$ cat config.mk
export PLATFORM = sky130hd
export DESIGN_NAME = ctrl_seq_flat
export DESIGN_NICKNAME = d
export VERILOG_FILES = /design/src/rtl/sisc_pkg.sv /design/src/rtl/ctrl_seq_if.sv /design/src/rtl/ctrl_seq_br_eval.sv /design/src/rtl/ctrl_seq.sv /design/src/flat_wrapper.sv
export SDC_FILE = /design/constraint.sdc
export NUM_CORES = 1
export LEC_CHECK = 0
export CAP_MARGIN = 0
export CORE_MARGIN = 4
export CORE_UTILIZATION = 44
export CTS_BUF_LIST = sky130_fd_sc_hd__clkbuf_8
export CTS_CLUSTER_SIZE = 40
export DETAILED_ROUTE_END_ITERATION = 10
export HOLD_SLACK_MARGIN = 0.05
export PLACE_DENSITY_LB_ADDON = 0.15
export SLEW_MARGIN = 10
export SYNTH_ARGS = -nofsm -noshare
export SYNTH_HDL_FRONTEND = slang
export SYNTH_SLANG_ARGS = --single-unit
$ cat constraint.sdc
create_clock -name clk -period 1.9 [get_ports clk]
set_clock_uncertainty 0.1 [all_clocks]
set_input_delay 0.57 -clock clk [delete_from_list [all_inputs] [get_ports clk]]
set_output_delay 0.57 -clock clk [all_outputs]
set_load 0.05 [all_outputs]
$ cat src/rtl/sisc_pkg.sv
// Shared SISC control definitions: default widths, state and opcode encodings,
// write-back mux selects and the registered control bundle.
package sisc_pkg;

    localparam int unsigned SISC_STAT_W   = 4;
    localparam int unsigned SISC_OPC_W    = 4;
    localparam int unsigned SISC_ALU_OP_W = 2;
    localparam int unsigned SISC_AM_IMM   = 8;
    localparam int unsigned STATE_W       = 4;
    localparam int unsigned WB_SEL_W      = 2;

    typedef enum logic [STATE_W-1:0] {
        ST_START0    = 4'd0,
        ST_START1    = 4'd1,
        ST_FETCH     = 4'd2,
        ST_DECODE    = 4'd3,
        ST_EXECUTE   = 4'd4,
        ST_MEM       = 4'd5,
        ST_WRITEBACK = 4'd6,
        ST_SWAP2     = 4'd7,
        ST_HALT      = 4'd8
    } state_e;

    localparam int unsigned OP_NOOP   = 0;
    localparam int unsigned OP_LOD    = 1;
    localparam int unsigned OP_STR    = 2;
    localparam int unsigned OP_SWP    = 3;
    localparam int unsigned OP_BRA    = 4;
    localparam int unsigned OP_BRR    = 5;
    localparam int unsigned OP_BNE    = 6;
    localparam int unsigned OP_BNR    = 7;
    localparam int unsigned OP_ALU_OP = 8;
    localparam int unsigned OP_HLT    = 15;

    typedef enum logic [WB_SEL_W-1:0] {
        WB_ALU  = 2'd0,
        WB_MEM  = 2'd1,
        WB_SWAP = 2'd2
    } wb_sel_e;

    typedef struct packed {
        logic    halted;
        logic    ir_load;
        logic    pc_write;
        logic    pc_sel;
        logic    br_sel;
        logic    rf_we;
        logic    dm_we;
        logic    rb_sel;
        wb_sel_e wb_sel;
    } ctrl_t;

endpackage

$ cat src/rtl/ctrl_seq_if.sv
// Instruction-field inputs and datapath control outputs of the SISC sequencer.
interface ctrl_seq_if #(
    parameter int unsigned STAT_W   = sisc_pkg::SISC_STAT_W,
    parameter int unsigned OPC_W    = sisc_pkg::SISC_OPC_W,
    parameter int unsigned ALU_OP_W = sisc_pkg::SISC_ALU_OP_W
) ();

    logic [OPC_W-1:0]    opcode;
    logic [STAT_W-1:0]   mm;
    logic [STAT_W-1:0]   stat;
    logic                ir_load;
    logic                pc_write;
    logic                pc_sel;
    logic                br_sel;
    logic                rf_we;
    logic [1:0]          wb_sel;
    logic [ALU_OP_W-1:0] alu_op;
    logic                dm_we;
    logic                rb_sel;
    logic                halted;
    logic [3:0]          state;

    modport master (
        output opcode, mm, stat,
        input  ir_load, pc_write, pc_sel, br_sel, rf_we, wb_sel, alu_op,
               dm_we, rb_sel, halted, state
    );

    modport slave (
        input  opcode, mm, stat,
        output ir_load, pc_write, pc_sel, br_sel, rf_we, wb_sel, alu_op,
               dm_we, rb_sel, halted, state
    );

endinterface

$ cat src/rtl/ctrl_seq_br_eval.sv
// Branch resolution: taken flag and relative/absolute target select from
// opcode and the masked status flags.
module br_eval
    import sisc_pkg::*;
#(
    parameter int unsigned OPC_W  = SISC_OPC_W,
    parameter int unsigned STAT_W = SISC_STAT_W
) (
    input  logic [OPC_W-1:0]  opcode_i,
    input  logic [STAT_W-1:0] stat_i,
    input  logic [STAT_W-1:0] mm_i,
    output logic              taken_c_o,
    output logic              rel_c_o
);

    logic hit;

    always_comb begin
        hit       = |(stat_i & mm_i);
        taken_c_o = 1'b0;
        rel_c_o   = 1'b0;
        case (opcode_i)
            OPC_W'(OP_BRA): taken_c_o = hit;
            OPC_W'(OP_BRR): begin
                taken_c_o = hit;
                rel_c_o   = 1'b1;
            end
            OPC_W'(OP_BNE): taken_c_o = ~hit;
            OPC_W'(OP_BNR): begin
                taken_c_o = ~hit;
                rel_c_o   = 1'b1;
            end
            default: ;
        endcase
    end

endmodule

$ cat src/rtl/ctrl_seq.sv
// Multi-cycle SISC control sequencer with latched HALT. Optional performance
// counters (cyc_cnt, instr_cnt) are built when CTRL_PERF_CNT_EN is defined.
module ctrl_seq
    import sisc_pkg::*;
#(
    parameter int unsigned STAT_W   = SISC_STAT_W,
    parameter int unsigned OPC_W    = SISC_OPC_W,
    parameter int unsigned ALU_OP_W = SISC_ALU_OP_W,
    parameter int unsigned AM_IMM   = SISC_AM_IMM
) (
    input  logic        clk,
    input  logic        rst_f,
`ifdef CTRL_PERF_CNT_EN
    output logic [31:0] cyc_cnt,
    output logic [31:0] instr_cnt,
`endif
    ctrl_seq_if.slave   bus
);

    state_e              state_q, state_d;
    ctrl_t               ctrl_q, ctrl_d;
    logic [ALU_OP_W-1:0] alu_op_q, alu_op_d;
    logic                br_taken, br_rel;
    logic                is_lod, is_str, is_swp, is_alu, is_hlt;

    br_eval #(.OPC_W(OPC_W), .STAT_W(STAT_W)) u_br_eval (
        .opcode_i  (bus.opcode),
        .stat_i    (bus.stat),
        .mm_i      (bus.mm),
        .taken_c_o (br_taken),
        .rel_c_o   (br_rel)
    );

    assign is_lod = (bus.opcode == OPC_W'(OP_LOD));
    assign is_str = (bus.opcode == OPC_W'(OP_STR));
    assign is_swp = (bus.opcode == OPC_W'(OP_SWP));
    assign is_alu = (bus.opcode == OPC_W'(OP_ALU_OP));
    assign is_hlt = (bus.opcode == OPC_W'(OP_HLT));

    // Next state, then Moore outputs decoded from the state being entered.
    always_comb begin
        state_d  = state_q;
        ctrl_d   = '0;
        alu_op_d = '0;

        case (state_q)
            ST_START0:    state_d = ST_START1;
            ST_START1:    state_d = ST_FETCH;
            ST_FETCH:     state_d = ST_DECODE;
            ST_DECODE:    state_d = is_hlt ? ST_HALT : ST_EXECUTE;
            ST_EXECUTE:   state_d = ST_MEM;
            ST_MEM:       state_d = ST_WRITEBACK;
            ST_WRITEBACK: state_d = is_swp ? ST_SWAP2 : ST_FETCH;
            ST_SWAP2:     state_d = ST_FETCH;
            ST_HALT:      state_d = ST_HALT;
            default:      state_d = ST_START0;
        endcase

        case (state_d)
            ST_FETCH: begin
                ctrl_d.ir_load  = 1'b1;
                ctrl_d.pc_write = 1'b1;
            end
            ST_EXECUTE: begin
                if (br_taken) begin
                    ctrl_d.pc_write = 1'b1;
                    ctrl_d.pc_sel   = 1'b1;
                    ctrl_d.br_sel   = br_rel;
                end
                if (is_alu) begin
                    alu_op_d = ALU_OP_W'({bus.mm == STAT_W'(AM_IMM), 1'b1});
                end
            end
            ST_MEM: begin
                ctrl_d.dm_we  = is_str;
                ctrl_d.rb_sel = is_str;
            end
            ST_WRITEBACK: begin
                if (is_alu) begin
                    ctrl_d.rf_we  = 1'b1;
                    ctrl_d.wb_sel = WB_ALU;
                end else if (is_lod) begin
                    ctrl_d.rf_we  = 1'b1;
                    ctrl_d.wb_sel = WB_MEM;
                end else if (is_swp) begin
                    ctrl_d.rf_we  = 1'b1;
                    ctrl_d.wb_sel = WB_SWAP;
                    ctrl_d.rb_sel = 1'b1;
                end
            end
            ST_SWAP2: begin
                ctrl_d.rf_we  = 1'b1;
                ctrl_d.wb_sel = WB_SWAP;
            end
            ST_HALT: ctrl_d.halted = 1'b1;
            default: ;
        endcase
    end

    always_ff @(posedge clk or posedge rst_f) begin
        if (rst_f) begin
            state_q  <= ST_START0;
            ctrl_q   <= '0;
            alu_op_q <= '0;
        end else begin
            state_q  <= state_d;
            ctrl_q   <= ctrl_d;
            alu_op_q <= alu_op_d;
        end
    end

    assign bus.ir_load  = ctrl_q.ir_load;
    assign bus.pc_write = ctrl_q.pc_write;
    assign bus.pc_sel   = ctrl_q.pc_sel;
    assign bus.br_sel   = ctrl_q.br_sel;
    assign bus.rf_we    = ctrl_q.rf_we;
    assign bus.wb_sel   = ctrl_q.wb_sel;
    assign bus.alu_op   = alu_op_q;
    assign bus.dm_we    = ctrl_q.dm_we;
    assign bus.rb_sel   = ctrl_q.rb_sel;
    assign bus.halted   = ctrl_q.halted;
    assign bus.state    = 4'(state_q);

`ifdef CTRL_PERF_CNT_EN
    logic [31:0] cyc_cnt_q, cyc_cnt_d;
    logic [31:0] instr_cnt_q, instr_cnt_d;

    // Cycles are counted while running; instructions retire on return to FETCH.
    always_comb begin
        cyc_cnt_d   = cyc_cnt_q;
        instr_cnt_d = instr_cnt_q;
        if (state_q != ST_START0 && state_q != ST_HALT) begin
            cyc_cnt_d = cyc_cnt_q + 32'd1;
        end
        if (state_d == ST_FETCH &&
            (state_q == ST_WRITEBACK || state_q == ST_SWAP2)) begin
            instr_cnt_d = instr_cnt_q + 32'd1;
        end
    end

    always_ff @(posedge clk or posedge rst_f) begin
        if (rst_f) begin
            cyc_cnt_q   <= '0;
            instr_cnt_q <= '0;
        end else begin
            cyc_cnt_q   <= cyc_cnt_d;
            instr_cnt_q <= instr_cnt_d;
        end
    end

    assign cyc_cnt   = cyc_cnt_q;
    assign instr_cnt = instr_cnt_q;
`endif

endmodule

$ cat src/flat_wrapper.sv
// flat-port wrapper written by rule: the top's interface ports become plain ports
module ctrl_seq_flat import sisc_pkg::*;
#(
    parameter int unsigned STAT_W   = SISC_STAT_W,
    parameter int unsigned OPC_W    = SISC_OPC_W,
    parameter int unsigned ALU_OP_W = SISC_ALU_OP_W,
    parameter int unsigned AM_IMM   = SISC_AM_IMM
)
  (clk, rst_f, bus_opcode, bus_mm, bus_stat, bus_ir_load, bus_pc_write, bus_pc_sel, bus_br_sel, bus_rf_we, bus_wb_sel, bus_alu_op, bus_dm_we, bus_rb_sel, bus_halted, bus_state);
  ctrl_seq_if #(.STAT_W(STAT_W), .OPC_W(OPC_W), .ALU_OP_W(ALU_OP_W)) bus_i ();
  input  logic clk;
  input  logic rst_f;
  input wire logic [$bits(bus_i.opcode)-1:0] bus_opcode;
  input wire logic [$bits(bus_i.mm)-1:0] bus_mm;
  input wire logic [$bits(bus_i.stat)-1:0] bus_stat;
  output wire logic [$bits(bus_i.ir_load)-1:0] bus_ir_load;
  output wire logic [$bits(bus_i.pc_write)-1:0] bus_pc_write;
  output wire logic [$bits(bus_i.pc_sel)-1:0] bus_pc_sel;
  output wire logic [$bits(bus_i.br_sel)-1:0] bus_br_sel;
  output wire logic [$bits(bus_i.rf_we)-1:0] bus_rf_we;
  output wire logic [$bits(bus_i.wb_sel)-1:0] bus_wb_sel;
  output wire logic [$bits(bus_i.alu_op)-1:0] bus_alu_op;
  output wire logic [$bits(bus_i.dm_we)-1:0] bus_dm_we;
  output wire logic [$bits(bus_i.rb_sel)-1:0] bus_rb_sel;
  output wire logic [$bits(bus_i.halted)-1:0] bus_halted;
  output wire logic [$bits(bus_i.state)-1:0] bus_state;
  assign bus_i.opcode = bus_opcode;
  assign bus_i.mm = bus_mm;
  assign bus_i.stat = bus_stat;
  assign bus_ir_load = bus_i.ir_load;
  assign bus_pc_write = bus_i.pc_write;
  assign bus_pc_sel = bus_i.pc_sel;
  assign bus_br_sel = bus_i.br_sel;
  assign bus_rf_we = bus_i.rf_we;
  assign bus_wb_sel = bus_i.wb_sel;
  assign bus_alu_op = bus_i.alu_op;
  assign bus_dm_we = bus_i.dm_we;
  assign bus_rb_sel = bus_i.rb_sel;
  assign bus_halted = bus_i.halted;
  assign bus_state = bus_i.state;
  ctrl_seq #(.STAT_W(STAT_W), .OPC_W(OPC_W), .ALU_OP_W(ALU_OP_W), .AM_IMM(AM_IMM)) u_core (.clk(clk), .rst_f(rst_f), .bus(bus_i));
endmodule
* Word-level counts from Yosys, hierarchy flattened
Cells that the tools add are included. Widths: inputs -> output; s select.
Word-level totals: latch bits 0, input port bits 14, output and inout bits 16, register bits 16, bits in read-only memories 0, memories 0, RAM bits 0
Cells by class: bitwise operators 2, order comparisons 0, shifts and indexed selects 0, mux-type cells 24, multipliers 0, divide/modulo/power cells 0, reduce and logical (&&, ||, !) cells 6, add/sub/neg operators 0, equality and inequality tests 24
Operators with widths (number):
- $eq 4x3->1 const B | 12
- $pmux 4 s8 | 1
- $eq 4x2->1 const B | 5
- $eq 4x4->1 const B | 5
- $mux 2 | 5
- $mux 1 | 9
- $mux 3 | 3
- $eq 4x1->1 const B | 2
- $pmux 1 s2 | 4
- $reduce_or 2->1 | 4
- $and 4x4->4 | 1
- $logic_not 4->1 | 1
- $mux 4 | 1
- $pmux 2 s2 | 1
- $reduce_or 4->1 | 1
- $not 1->1 | 1

* Longest topological paths before layout
depth after elaboration 6, mapped depth 4, mapped depth without buffers 3

* Modules after synthesis
A second synthesis with hierarchy kept.
Unflattened totals: cells, all modules 72, area, all modules 759.5 µm²
By module, submodules not included:
- ctrl_seq | sequential area each 400.4 µm², times used 1, cells each 65, area an instance 705.7 µm²
- br_eval | sequential area each 0.0 µm², times used 1, cells each 7, area an instance 53.8 µm²

* Least setup slack after synthesis
OpenSTA, ideal clock, no wires.
path kind reg-to-reg, start point register u_core.state_q[1] (netlist: u_core.bus.state[1]), end point register u_core.ctrl_q (netlist bit u_core.bus.dm_we), data required time 1728 ps, arrival time 1734 ps, setup slack -6 ps, cell stages (with the launch flop) 5, cell sequence dfrtp_1 > buf_4 > or4b_4 > or4_1 > nor2_1
RTL lines:
- from (decl) | RTL line ctrl_seq.sv:20 | state_e state_q, state_d;
- from (signal assigned) | RTL line ctrl_seq.sv:106 | state_q <= state_d;
- to (signal assigned) | RTL line ctrl_seq.sv:107 | ctrl_q <= ctrl_d;
- to (decl) | RTL line ctrl_seq.sv:21 | ctrl_t ctrl_q, ctrl_d;

==> metrics <==
CP Launch Point=bus_opcode[3]; clk buf depth=2; H-tree Lvls=1; root buffer cell=clkbuf_8; sequential cell area=402 um2; Clk pwr share=16.9%; Pwr per Cell Area=1230 mW/mm2; fin crit share=94.9%; Worst slew margin=75.2%; P&R area growth vs syn=61.3%; Clock transition at path regs=0.07 ns; CP startpoint kind=primary input; sequential power share=between 30% and 40%; DRT Pass-1 Iters=4; met2 usage=between 30 and 40%; worst path cell trace=dlygate4sd2_1 > buf_4 > or3b_1 > a2111o_1 > a21boi_1; syn_area_per_cell=10.4 um2; vias after detailed routing=about 730; Clk Latency, worst-skew pair=around 0.25 ns; multi-input combinational cell area=338 um2; num rows=14; antenna violations before repair=0; Primary FF master, synth=dfrtp_1; Finished Cell Area=0.00124 mm2; Critical Path Max Stage Delay=0.40 ns; syn nets=88; post-synthesis instance area=772 um2; RSZ-0062 raised after global routing=no; Synth async-reset ratio=100%; count of input and output buffers=29; fin nets=127; net switching power=0.000631 W; yosys warns=0; worst-path cell with the longest stage delay=a2111o_1; Clock Sinks=16; vias per cell=5.71; crit end category=flip-flop; layout cell share with drive strength beyond 1=28.6%; fin cells=128; Max-Cap Viols=0; Mapped Cells=74; Distinct cells, synth=34; CTS tree=done; dominant cells by area after synthesis=dfrtp_1 (52%), a22oi_1 (2.9%), nand2_1 (2.9%); Detailed Place HPWL=between 1500 and 2000 um; FF+latch count, synth=16; DP Worst Slack=-0.364 ns; leading area contributor after synthesis=dfrtp_1; grt ovf=0; FILL cells=109; P_int=between 0.0009 and 0.001 W; met3 track demand over resource=3.61%; met1 GRT Util=21.5%; Synth top area share=51.9%; post-synthesis sequential area ratio=51.9%; DRC violations left=0; final setup vio count=0; Hold Fails Final Rpt=0; maximum VDD drop=0.00105 V; CP max FO=3; fin. max-slew vios=0; chip height=approximately 50 um; number of buffers created by CTS=3; Worst Hold Class=in -> async; start of the worst register-to-register path=u_core.bus.state[3]; slew of the pin with the lowest slew margin=0.373 ns; EDFF count, synth=0; critical path required time=1.97 ns; status=finished clean; WP data arrival=1.87 ns; post-route setup slack=around 0.1 ns; placed cell count=124; TNS Setup=0 ns; average wire per standard cell=15.9 um; die width=49.9 um; Lkg Pwr=0.575 nW; Core ar.=0.00158 mm2; initial core utilization=49.0%; # diodes=0; detailed-route wire length=~2000 um; DIE AREA=0.00249 mm2; Comb power frac=52.5%; vias in the first global route=755; critical setup path kind=in -> reg; total track usage=18.5%; dpl cell area=roughly 0.0012 mm2; final RePlAce weighted congestion=0.855; fmax=555 MHz; Final ANT Viol Nets=0; # IOs=30; Period minus WS final=~1.8 ns; First DRT Iteration DRCs=10; global-route wire length before repair=3500 um; Top Usage Layer GRT=met2; largest net degree at the start of global routing=12; Net Sw Frac=41.2%; cts hold-fix bufs=0
-- critical path: cells and delay by family --
| family | cells | cell delay [ns] |
|---|---|---|
| buffers and inverters | 2 | 0.39 |
| and+or+nand+nor | 1 | 0.36 |
| AOI/OAI and AO/OA | 2 | 0.56 |
-- power groups by stage --
| stage | Sequential (W) | Combinational, W | Clock [W] |
|---|---|---|---|
| 2_1_floorplan | 0.000640 | 0.000306 | 0 |
| 3_3_place_gp | 0.000473 | 0.000792 | 0 |
| 3_5_place_dp | 0.000474 | 0.000809 | 0 |
| 4_1_cts | 0.000470 | 0.000808 | 0.000263 |
| 5_1_grt | 0.000483 | 0.000856 | 0.000282 |
| 6_report | 0.000469 | 0.000805 | 0.000260 |
-- area by class of cell --
cell class / count / share of cell area (%)
Timing Repair Buffer: 39 / 35.1
Sequential cell: 16 / 32.3
Multi-Input combinational cell: 52 / 27.1
Clock buffer: 3 / 3.32
Tap cell: 16 / 1.61
Clock inverter: 1 / 0.302
Inverter: 1 / 0.302
-- per-stage QoR --
stage | utilization, % | total power, W | hold WS (ns)
CTS | 78.8 | 0.00154 | 0.453
global placement | 76.2 | 0.00127 | 0.463
detailed placement | 76.2 | 0.00128 | 0.459
floorplan | - | 0.000946 | 0.384
global route | 79.0 | 0.00162 | 0.481
finish | 79.0 | 0.00153 | 0.448
-- Yosys cell counts (2+ instances only) --
master / instances
dfrtp_1: 16
nand2_1: 6
nor2_1: 5
nor3_1: 4
a21oi_1: 3
a22oi_1: 3
clkbuf_1: 3
a211oi_1: 2
nand4_1: 2
nor2b_1: 2
nor4_1: 2
o21ai_0: 2
or2_1: 2
xnor2_1: 2
-- timing repair --
| item | CTS | global route |
|---|---|---|
| resized for setup | 3 | 1 |
| pin swaps | 2 | 0 |
| endpoints found under the setup margin | 6 | 2 |
| setup buffers | 0 | 0 |
| hold endpoints to repair | 0 | 0 |
-- worst paths after layout --
check                                       endpoint  slack (ns)  cells after the start
worst min register to register     u_core.bus.rb_sel        0.48                      2
worst max register to register     u_core.bus.br_sel        0.32                      3
max in group asynchronous       u_core.bus.wb_sel[0]        0.82                      3
min in group clk                   u_core.bus.rb_sel        0.48                      2
worst max-delay path               u_core.bus.br_sel         0.1                      5
worst min-delay path             u_core.bus.state[3]        0.45                      2
-- flip-flops by register name (all words and copies together) (netlist names) --
register / cells
u_core.bus.alu_op: 2
u_core.bus.rf_we: 1
u_core.bus.dm_we: 1
u_core.bus.halted: 1
u_core.bus.rb_sel: 1
u_core.bus.state: 4
u_core.bus.br_sel: 1
u_core.bus.pc_sel: 1
u_core.bus.wb_sel: 2
u_core.bus.ir_load: 1
u_core.bus.pc_write: 1
-- layout by cell type, fill, tap and decap left out, types with 3 or more instances in the layout --
master | synthesis | layout
dfrtp_1 | 16 | 15
dlygate4sd2_1 | 0 | 3
clkdlybuf4s50_1 | 0 | 9
a22oi_1 | 3 | 3
a21oi_1 | 3 | 3
nor3_1 | 4 | 4
buf_4 | 1 | 17
buf_12 | 0 | 9
nor2_1 | 5 | 5
nand2_1 | 6 | 6
clkbuf_8 | 0 | 3
-- metal layers --
metal  routed length, um  vias to the layer above  part of all wire [%]
met5                   0                        -                     0
met4                  45                        0                   2.2
met3                 109                        5                   5.4
met2                1080                       26                    53
met1                 796                      354                    39
li1                    -                      346                     -
-- kinds of logic (layout without fill, tap and decap cells) --
logic type	count (synthesis)	in the layout	synth area share, %
AOI/OAI and AO/OA	14	14	12.5
and+or+nand+nor	35	35	27.9
buffers and inverters	6	44	4.38
xor gates and xnor gates	3	3	3.40
DFF	16	16	51.9
Note: power is estimated with default switching activity, not from simulation.
